--- src/rtl/mem_access_ctrl_if.sv ---
// Load/store request, response and data-memory signals for mem_access_ctrl.
//   slave  : controller view (accepts requests, drives the memory enables)
//   master : pipeline/memory view (issues requests, supplies READ_DATA)
// Signals:
//   REQ_VALID/READY/WRITE/SIZE/SIGNED/ADDR/WDATA  request handshake and fields
//   RESP_VALID/ERR/RDATA                          completion pulse, error, load data
//   MEM_READ/MEM_WRITE/ADRESS/WRITE_DATA          registered memory controls
//   READ_DATA                                     combinational memory read data
interface mem_access_ctrl_if;
    logic        REQ_VALID;
    logic        REQ_READY;
    logic        REQ_WRITE;
    logic [1:0]  REQ_SIZE;
    logic        REQ_SIGNED;
    logic [31:0] REQ_ADDR;
    logic [31:0] REQ_WDATA;
    logic        RESP_VALID;
    logic        RESP_ERR;
    logic [31:0] RESP_RDATA;
    logic        MEM_READ;
    logic        MEM_WRITE;
    logic [31:0] ADRESS;
    logic [31:0] WRITE_DATA;
    logic [31:0] READ_DATA;

    modport slave (
        input  REQ_VALID, REQ_WRITE, REQ_SIZE, REQ_SIGNED, REQ_ADDR, REQ_WDATA, READ_DATA,
        output REQ_READY, RESP_VALID, RESP_ERR, RESP_RDATA,
        output MEM_READ, MEM_WRITE, ADRESS, WRITE_DATA
    );

    modport master (
        output REQ_VALID, REQ_WRITE, REQ_SIZE, REQ_SIGNED, REQ_ADDR, REQ_WDATA, READ_DATA,
        input  REQ_READY, RESP_VALID, RESP_ERR, RESP_RDATA,
        input  MEM_READ, MEM_WRITE, ADRESS, WRITE_DATA
    );
endinterface

--- src/rtl/mem_access_ctrl.sv ---
// Load/store sequencer in front of a word-only, level-sensitive data memory.
// Handles byte/halfword extension on loads and read-modify-write for
// sub-word stores. All memory-side outputs come straight from flops.
// Ports:
//   CLK  clock, rising edge
//   RST  synchronous active-high reset
//   bus  mem_access_ctrl_if.slave (request, response and memory signals)
module mem_access_ctrl #(
    parameter int unsigned ADDR_BITS = 5
) (
    input  logic               CLK,
    input  logic               RST,
    mem_access_ctrl_if.slave   bus
);

    localparam logic [1:0] IDLE = 2'd0;
    localparam logic [1:0] RD   = 2'd1;
    localparam logic [1:0] WR   = 2'd2;
    localparam logic [1:0] RESP = 2'd3;

    localparam logic [1:0] SZ_BYTE = 2'b00;
    localparam logic [1:0] SZ_HALF = 2'b01;
    localparam logic [1:0] SZ_WORD = 2'b10;

    logic [1:0]  state_q,      state_d;
    logic        mem_read_q,   mem_read_d;
    logic        mem_write_q,  mem_write_d;
    logic [31:0] adress_q,     adress_d;
    logic [31:0] wdata_q,      wdata_d;
    logic        resp_valid_q, resp_valid_d;
    logic        resp_err_q,   resp_err_d;
    logic [31:0] rdata_q,      rdata_d;
    logic        write_q,      write_d;
    logic [1:0]  size_q,       size_d;
    logic        signed_q,     signed_d;
    logic [1:0]  lane_q,       lane_d;
    logic [15:0] st_data_q,    st_data_d;

    logic        req_err_c;
    logic [7:0]  rd_byte_c;
    logic [15:0] rd_half_c;
    logic [31:0] load_ext_c;
    logic [31:0] merge_c;

    assign bus.REQ_READY  = (state_q == IDLE) & ~RST;
    assign bus.MEM_READ   = mem_read_q;
    assign bus.MEM_WRITE  = mem_write_q;
    assign bus.ADRESS     = adress_q;
    assign bus.WRITE_DATA = wdata_q;
    assign bus.RESP_VALID = resp_valid_q;
    assign bus.RESP_ERR   = resp_err_q;
    assign bus.RESP_RDATA = rdata_q;

    // Reject illegal size, misalignment and addresses beyond the memory.
    always_comb begin
        req_err_c = 1'b0;
        if (bus.REQ_SIZE == 2'b11)
            req_err_c = 1'b1;
        if ((bus.REQ_SIZE == SZ_HALF) && bus.REQ_ADDR[0])
            req_err_c = 1'b1;
        if ((bus.REQ_SIZE == SZ_WORD) && (bus.REQ_ADDR[1:0] != 2'b00))
            req_err_c = 1'b1;
        if ((bus.REQ_ADDR >> (ADDR_BITS + 2)) != 32'd0)
            req_err_c = 1'b1;
    end

    // Lane extraction/extension for loads and lane merge for sub-word stores.
    always_comb begin
        rd_byte_c = bus.READ_DATA[7:0];
        case (lane_q)
            2'd1:    rd_byte_c = bus.READ_DATA[15:8];
            2'd2:    rd_byte_c = bus.READ_DATA[23:16];
            2'd3:    rd_byte_c = bus.READ_DATA[31:24];
            default: rd_byte_c = bus.READ_DATA[7:0];
        endcase
        rd_half_c = lane_q[1] ? bus.READ_DATA[31:16] : bus.READ_DATA[15:0];

        load_ext_c = bus.READ_DATA;
        case (size_q)
            SZ_BYTE: load_ext_c = signed_q ? {{24{rd_byte_c[7]}}, rd_byte_c}
                                           : {24'h000000, rd_byte_c};
            SZ_HALF: load_ext_c = signed_q ? {{16{rd_half_c[15]}}, rd_half_c}
                                           : {16'h0000, rd_half_c};
            default: load_ext_c = bus.READ_DATA;
        endcase

        merge_c = bus.READ_DATA;
        if (size_q == SZ_BYTE) begin
            case (lane_q)
                2'd1:    merge_c[15:8]  = st_data_q[7:0];
                2'd2:    merge_c[23:16] = st_data_q[7:0];
                2'd3:    merge_c[31:24] = st_data_q[7:0];
                default: merge_c[7:0]   = st_data_q[7:0];
            endcase
        end else if (lane_q[1]) begin
            merge_c[31:16] = st_data_q;
        end else begin
            merge_c[15:0] = st_data_q;
        end
    end

    // Next-state and registered-output logic.
    always_comb begin
        state_d      = state_q;
        mem_read_d   = 1'b0;
        mem_write_d  = 1'b0;
        adress_d     = adress_q;
        wdata_d      = wdata_q;
        resp_valid_d = 1'b0;
        resp_err_d   = 1'b0;
        rdata_d      = rdata_q;
        write_d      = write_q;
        size_d       = size_q;
        signed_d     = signed_q;
        lane_d       = lane_q;
        st_data_d    = st_data_q;

        case (state_q)
            IDLE: begin
                if (bus.REQ_VALID) begin
                    write_d   = bus.REQ_WRITE;
                    size_d    = bus.REQ_SIZE;
                    signed_d  = bus.REQ_SIGNED;
                    lane_d    = bus.REQ_ADDR[1:0];
                    st_data_d = bus.REQ_WDATA[15:0];
                    if (req_err_c) begin
                        state_d      = RESP;
                        resp_valid_d = 1'b1;
                        resp_err_d   = 1'b1;
                    end else if (bus.REQ_WRITE && (bus.REQ_SIZE == SZ_WORD)) begin
                        state_d     = WR;
                        mem_write_d = 1'b1;
                        adress_d    = 32'(bus.REQ_ADDR[ADDR_BITS+1:2]);
                        wdata_d     = bus.REQ_WDATA;
                    end else begin
                        // Loads and sub-word stores both start with a read.
                        state_d    = RD;
                        mem_read_d = 1'b1;
                        adress_d   = 32'(bus.REQ_ADDR[ADDR_BITS+1:2]);
                    end
                end
            end
            RD: begin
                if (write_q) begin
                    state_d     = WR;
                    mem_write_d = 1'b1;
                    wdata_d     = merge_c;
                end else begin
                    state_d      = RESP;
                    resp_valid_d = 1'b1;
                    rdata_d      = load_ext_c;
                end
            end
            WR: begin
                state_d      = RESP;
                resp_valid_d = 1'b1;
            end
            RESP: begin
                state_d = IDLE;
            end
            default: begin
                state_d = IDLE;
            end
        endcase
    end

    always_ff @(posedge CLK) begin
        if (RST) begin
            state_q      <= IDLE;
            mem_read_q   <= 1'b0;
            mem_write_q  <= 1'b0;
            adress_q     <= 32'd0;
            wdata_q      <= 32'd0;
            resp_valid_q <= 1'b0;
            resp_err_q   <= 1'b0;
            rdata_q      <= 32'd0;
            write_q      <= 1'b0;
            size_q       <= 2'b00;
            signed_q     <= 1'b0;
            lane_q       <= 2'b00;
            st_data_q    <= 16'h0000;
        end else begin
            state_q      <= state_d;
            mem_read_q   <= mem_read_d;
            mem_write_q  <= mem_write_d;
            adress_q     <= adress_d;
            wdata_q      <= wdata_d;
            resp_valid_q <= resp_valid_d;
            resp_err_q   <= resp_err_d;
            rdata_q      <= rdata_d;
            write_q      <= write_d;
            size_q       <= size_d;
            signed_q     <= signed_d;
            lane_q       <= lane_d;
            st_data_q    <= st_data_d;
        end
    end

endmodule

--- src/flat_wrapper.sv ---
// flat-port wrapper written by rule: the top's interface ports become plain ports
module mem_access_ctrl_flat 
#(
    parameter int unsigned ADDR_BITS = 5
)
  (CLK, RST, bus_REQ_VALID, bus_REQ_WRITE, bus_REQ_SIZE, bus_REQ_SIGNED, bus_REQ_ADDR, bus_REQ_WDATA, bus_READ_DATA, bus_REQ_READY, bus_RESP_VALID, bus_RESP_ERR, bus_RESP_RDATA, bus_MEM_READ, bus_MEM_WRITE, bus_ADRESS, bus_WRITE_DATA);
  mem_access_ctrl_if bus_i ();
  input  logic CLK;
  input  logic RST;
  input wire logic [$bits(bus_i.REQ_VALID)-1:0] bus_REQ_VALID;
  input wire logic [$bits(bus_i.REQ_WRITE)-1:0] bus_REQ_WRITE;
  input wire logic [$bits(bus_i.REQ_SIZE)-1:0] bus_REQ_SIZE;
  input wire logic [$bits(bus_i.REQ_SIGNED)-1:0] bus_REQ_SIGNED;
  input wire logic [$bits(bus_i.REQ_ADDR)-1:0] bus_REQ_ADDR;
  input wire logic [$bits(bus_i.REQ_WDATA)-1:0] bus_REQ_WDATA;
  input wire logic [$bits(bus_i.READ_DATA)-1:0] bus_READ_DATA;
  output wire logic [$bits(bus_i.REQ_READY)-1:0] bus_REQ_READY;
  output wire logic [$bits(bus_i.RESP_VALID)-1:0] bus_RESP_VALID;
  output wire logic [$bits(bus_i.RESP_ERR)-1:0] bus_RESP_ERR;
  output wire logic [$bits(bus_i.RESP_RDATA)-1:0] bus_RESP_RDATA;
  output wire logic [$bits(bus_i.MEM_READ)-1:0] bus_MEM_READ;
  output wire logic [$bits(bus_i.MEM_WRITE)-1:0] bus_MEM_WRITE;
  output wire logic [$bits(bus_i.ADRESS)-1:0] bus_ADRESS;
  output wire logic [$bits(bus_i.WRITE_DATA)-1:0] bus_WRITE_DATA;
  assign bus_i.REQ_VALID = bus_REQ_VALID;
  assign bus_i.REQ_WRITE = bus_REQ_WRITE;
  assign bus_i.REQ_SIZE = bus_REQ_SIZE;
  assign bus_i.REQ_SIGNED = bus_REQ_SIGNED;
  assign bus_i.REQ_ADDR = bus_REQ_ADDR;
  assign bus_i.REQ_WDATA = bus_REQ_WDATA;
  assign bus_i.READ_DATA = bus_READ_DATA;
  assign bus_REQ_READY = bus_i.REQ_READY;
  assign bus_RESP_VALID = bus_i.RESP_VALID;
  assign bus_RESP_ERR = bus_i.RESP_ERR;
  assign bus_RESP_RDATA = bus_i.RESP_RDATA;
  assign bus_MEM_READ = bus_i.MEM_READ;
  assign bus_MEM_WRITE = bus_i.MEM_WRITE;
  assign bus_ADRESS = bus_i.ADRESS;
  assign bus_WRITE_DATA = bus_i.WRITE_DATA;
  mem_access_ctrl #(.ADDR_BITS(ADDR_BITS)) u_core (.CLK(CLK), .RST(RST), .bus(bus_i));
endmodule
--- config.mk ---
export PLATFORM = sky130hd
export DESIGN_NAME = mem_access_ctrl_flat
export DESIGN_NICKNAME = d
export VERILOG_FILES = /design/src/rtl/mem_access_ctrl_if.sv /design/src/rtl/mem_access_ctrl.sv /design/src/flat_wrapper.sv
export SDC_FILE = /design/constraint.sdc
export NUM_CORES = 1
export LEC_CHECK = 0
export CORE_MARGIN = 2
export CORE_UTILIZATION = 45
export DETAILED_ROUTE_END_ITERATION = 16
export HOLD_SLACK_MARGIN = 0.02
export PLACE_DENSITY = 0.91
export SLEW_MARGIN = 20
export SYNTH_ARGS = -nofsm -noshare
export SYNTH_HDL_FRONTEND = slang
export SYNTH_SLANG_ARGS = --single-unit
--- constraint.sdc ---
create_clock -name CLK -period 2.2 [get_ports CLK]
set_input_delay 0.22 -clock CLK [delete_from_list [all_inputs] [get_ports CLK]]
set_output_delay 0.22 -clock CLK [all_outputs]
set_load 0.005 [all_outputs]
# After elaboration in Yosys (flattened, before gate mapping)
# Index checks and enable logic that the tools add are counted.
classes:
  n_eq_ne: 14
  mux: 36
  bitwise: 6
  n_reduce_logical: 15
ops:
  columns: ["operator", "count"]
  rows:
  - ["$mux 32", 7]
  - ["$pmux 32 s2", 2]
  - ["$mux 16", 3]
  - ["$mux 8", 4]
  - ["$reduce_bool 32->1", 1]
  - ["$pmux 8 s3", 1]
  - ["$mux 1", 13]
  - ["$eq 2x2->1 const B", 6]
  - ["$eq 2x1->1 const B", 4]
  - ["$pmux 2 s4", 1]
  - ["$mux 2", 3]
  - ["$ne 2x2->1 const B", 3]
  - ["$not 1->1", 5]
  - ["$reduce_and 5->1", 1]
  - ["$logic_not 2->1", 2]
  - ["$reduce_and 2->1", 2]
  - ["$reduce_bool 2->1", 2]
  - ["$reduce_or 4->1", 1]
  - ["$logic_and 1x1->1", 3]
  - ["$pmux 1 s3", 1]
  - ["$reduce_and 3->1", 1]
  - ["$reduce_or 3->1", 1]
  - ["$ne 2x1->1 const B", 1]
  - ["$pmux 1 s2", 1]
  - ["2 further kinds", 2]
word_totals:
  register_bits: 97
  inputBits: 103
  out_inout_bits: 101
  wordCells: 84

# Logic depth before layout (Yosys ltp)
depth:
  depth_word: 8
  mapped_depth: 8
  ltp_nobuf: 6

# Worst setup path after synthesis
# Ideal clock, no wire load.
synth_timing:
  kind: "reg-to-reg"
  startpoint: "register u_core.state_q[0]"
  endpoint: "register u_core.adress_q[0] (netlist: u_core.bus.ADRESS[0])"
  setup_time_ps: 128
  arrival_ps: 1582
  required_time_ps: 2072
  setup_slack_ps: 490
  stages_incl_launch_ff: 8
  path_buffers: 1
  period_less_slack_ps: 1710
  cell_sequence: "dfxtp_1 > inv_1 > ha_1 > clkbuf_1 > nand2_1 > nor4_4 > mux2i_1 > nor2_1"
synth_between:
  elab_chain_cells: 2
synth_lines:
  columns: ["element", "line", "source"]
  rows:
  - ["start, declared", "mem_access_ctrl.sv:25", "logic [1:0] state_q, state_d;"]
  - ["start signal, assigned", "mem_access_ctrl.sv:183", "state_q <= state_d;"]
  - ["$logic_not 2->1", "mem_access_ctrl.sv:118", "case (state_q)"]
  - ["$reduce_and 3->1 (no line)", null, null]
  - ["end signal, assigned", "mem_access_ctrl.sv:186", "adress_q <= adress_d;"]
  - ["end, declared", "mem_access_ctrl.sv:28", "logic [31:0] adress_q, adress_d;"]
# No other way between the ends.
# A chain may end at the register's enable or synchronous reset.

# Worst setup path after layout
layout_timing:
  startpoint: "register u_core.state_q[1]"
  endpoint: "output bus_REQ_READY"
layout_between:
  elab_chain_cells: 2
layout_lines:
  columns: ["element", "line", "source"]
  rows:
  - ["$logic_not 2->1", "mem_access_ctrl.sv:45", "assign bus.REQ_READY = (state_q == IDLE) & ~RST;"]
  - ["$and 1x1->1", "mem_access_ctrl.sv:45", null]
  - ["end, declared", "flat_wrapper.sv:17", "output wire logic [$bits(bus_i.REQ_READY)-1:0] bus_REQ_READY;"]
# No other way between the ends.

==> metrics <==
Final TNS setup=0 ns; min cycle time layout=2.02 ns; synthesized instance count=roughly 700; Cell variety after synth=47; CTS tree=yes; Min-Delay Endpoint=u_core.bus.ADRESS[2]; Area contributors post-synth=dfxtp_1 (35%), mux2i_1 (11%), nand2_1 (9.4%); DRT Pass-1 Iters=5; final weighted congestion in routability-driven placement=0.917; Gate power share=33.3%; final worst-path cycle share=about nine tenths; vias in the first global route=between 5000 and 6000; Clk Tree Root Cell=clkbuf_16; DIE AREA=13100 µm²; Overflow after GRT=0; final hold slack=0.280 ns; hold depth=2; Crit Path Max Fanout=9; Setup-failing EPs final=0; Flop pwr share=between 30% and 40%; DIE HEIGHT=114 µm; Switching Fraction=approximately 33%; post-synthesis register bit count=97; r2r endpoint=u_core.bus.WRITE_DATA[24]; synthesized area=about 5500 µm²; global-route wire length before repair=~26000 µm; RSZ-0062 raised after global routing=false; worst hold path type=input port to flop; CTS Buffer Depth=2; Core Region=approximately 12000 µm²; r2r setup slk=between 0.2 and 0.3 ns; EDFF count, synth=0; # DRC=0; outcome=complete, no violations; leakage=approximately 3.0 nW; clk sinks=97; port bufs=roughly 180; Clk network pwr share=between 20% and 30%; Async SR Flop Fraction=0%; clk slew on worst S/H paths=around 0.060 ns; post-DR vias/cell=approximately 5.6; syn avg cell area=7.87 µm²; internal power=around 3.6 mW; hold_sp=RST; worst-case reg-to-reg path depth=6; GRT Overall Usage=about a quarter; total CTS buffers=9; HPWL after detailed placement=~13000 µm; CP Launch Type=flop; CTS resizes=0; final WL=17100 µm; largest area contributor in the netlist=dfxtp_1; layout cells sized above 1=between 6 and 7%; initial antenna violation count=0; reg2reg start=u_core.lane_q[1]; Die X=about 110 µm; main flop type after synthesis=dfxtp_1; Yosys top cell area share=35.4%; initial drt markers=637; Vias=approximately 5700; Req. time, crit path=a little under 2 ns; drt wl/cell=17.0 µm; Worst Skew=~0.015 ns; Initial Utilization=approximately 46%; io pins=between 200 and 250; Hold Fails Final Rpt=0; crit path kind=flop to primary output; CP Capture Type=primary output; register area share after synthesis=a little over a third; Layout area overhead=38.5%; Max Cap Viol=0; net count reported at finish=just under 1000; Layout Utilization=a little under two thirds; # hold bufs at CTS=0; H-tree depth=3; Max Transition Viols Final=0; worst path arrival time=between 1.5 and 2 ns; antenna viol nets, final=0; Max Clk Rate=roughly 500 MHz; pwr dens=702 nW/µm²; post-CTS setup buffer count=0; NetSw=between 1.5 and 2 mW; Peak VDD IR=between 0.6 and 0.7 mV; Syn. warnings=0; number of diodes=0; Power, Total=roughly 5.3 mW; clock latency on the worst-skew pair=0.35 ns; largest net degree at the start of global routing=67; number of cell rows=40
[routing by layer]
layer  vias to the layer above  GRT usage, %  routed length [µm]
li1                       2685             -                   -
met1                      2624          32.2                6760
met2                       318          42.2                8020
met3                        48          7.04                1810
met4                         0          9.43                 522
met5                         -             0                   0
[power by group through the flow]
stage | clock [mW] | sequential [mW] | combinational [mW]
finish | 1.49 | 2.08 | 1.78
global route | 1.56 | 2.10 | 1.94
CTS | 1.50 | 2.07 | 1.76
detailed placement | 0 | 2.11 | 1.75
global placement | 0 | 2.11 | 1.72
floorplan | 0 | 2.09 | 1.01
[area by class of cell]
type | instances | area (µm²)
Multi-Input combinational cell | 533 | 3160
Sequential cell | 97 | 1940
Tap cell | 147 | 184
Clock inverter | 4 | 28.8
Inverter | 11 | 41.3
Clock buffer | 12 | 246
Fill cell | 970 | 4350
Timing Repair Buffer | 204 | 2000
[state kept, by name, summed over array words and instances (netlist names)]
signal and flops:
u_core.size_q 2, u_core.lane_q 2, u_core.write_q 1, u_core.bus.MEM_WRITE 1, u_core.bus.WRITE_DATA 32, u_core.st_data_q 16
u_core.state_q 2, u_core.bus.RESP_ERR 1, u_core.signed_q 1, u_core.bus.RESP_VALID 1, u_core.bus.MEM_READ 1, u_core.bus.ADRESS 5
u_core.bus.RESP_RDATA 32
[synth_stat cells (7+ instances only)]
cell	number
nand3_1	10
mux2_1	10
buf_4	28
nor2b_1	27
buf_1	7
a311o_1	16
nand2_1	138
mux2i_1	61
a22oi_1	7
o21ai_0	47
a21oi_1	83
inv_1	11
buf_2	10
clkbuf_1	35
nor2_1	30
o21ai_1	18
dfxtp_1	97
[critical path, stage by stage (launching register included)]
cell	delay (ns)
dfxtp_1	0.34
inv_1	0.09
ha_1	0.32
nor2b_1	0.17
clkdlybuf4s50_1	0.52
[kinds of logic after synthesis]
logic type,after synthesis,share of synthesized area (%)
other,1,0.0683
AOI/OAI and AO/OA,198,21.6
buffers and inverters,94,8.98
muxes,77,14.4
and+or+nand+nor,227,18.7
adders and majority gates,4,0.911
DFF,97,35.4
[worst max path at each step]
stage | start | end | cells past startpoint
2_1_floorplan | u_core.state_q[0] | u_core.bus.ADRESS[0] | 7
3_3_place_gp | bus_REQ_ADDR[26] | u_core.bus.ADRESS[0] | 6
3_5_place_dp | bus_REQ_ADDR[12] | u_core.bus.ADRESS[1] | 6
4_1_cts | u_core.state_q[1] | bus_REQ_READY | 4
5_1_grt | u_core.state_q[1] | bus_REQ_READY | 4
6_report | u_core.state_q[1] | bus_REQ_READY | 4
[per-stage QoR]
| stage | std cells | worst slack, ns | area, µm² |
|---|---|---|---|
| floorplan | 724 | 0.490 | 5590 |
| global placement | 992 | 0.140 | 7330 |
| detailed placement | 992 | 0.0804 | 7330 |
| CTS | 1008 | 0.176 | 7610 |
| global route | 1008 | 0.0737 | 7610 |
| finish | 1008 | 0.184 | 7610 |
[cell usage in the layout, fill, tap and decap left out, types with 3 or more instances in the layout]
| cell | synthesis | final |
|---|---|---|
| conb_1 | 1 | 27 |
| o211ai_1 | 6 | 6 |
| o21ai_1 | 18 | 18 |
| nor4_1 | 3 | 3 |
| nor3_1 | 4 | 4 |
| buf_12 | 0 | 3 |
| nand2_1 | 138 | 138 |
| o22a_1 | 6 | 6 |
| nor2b_1 | 27 | 26 |
| ha_1 | 4 | 3 |
| nor2_1 | 30 | 29 |
| buf_4 | 28 | 25 |
| mux2_2 | 6 | 6 |
| a22oi_1 | 7 | 7 |
| a21oi_1 | 83 | 83 |
| dfxtp_1 | 97 | 97 |
| mux2_1 | 10 | 10 |
| nand2b_1 | 3 | 3 |
| mux2i_1 | 61 | 61 |
| inv_1 | 11 | 10 |
| o21ai_0 | 47 | 47 |
| o21a_1 | 3 | 3 |
| clkbuf_16 | 0 | 9 |
| nand3_1 | 10 | 10 |
| a311o_1 | 16 | 16 |
| clkdlybuf4s50_1 | 0 | 175 |
No activity file was read; power rests on OpenSTA's default activity.
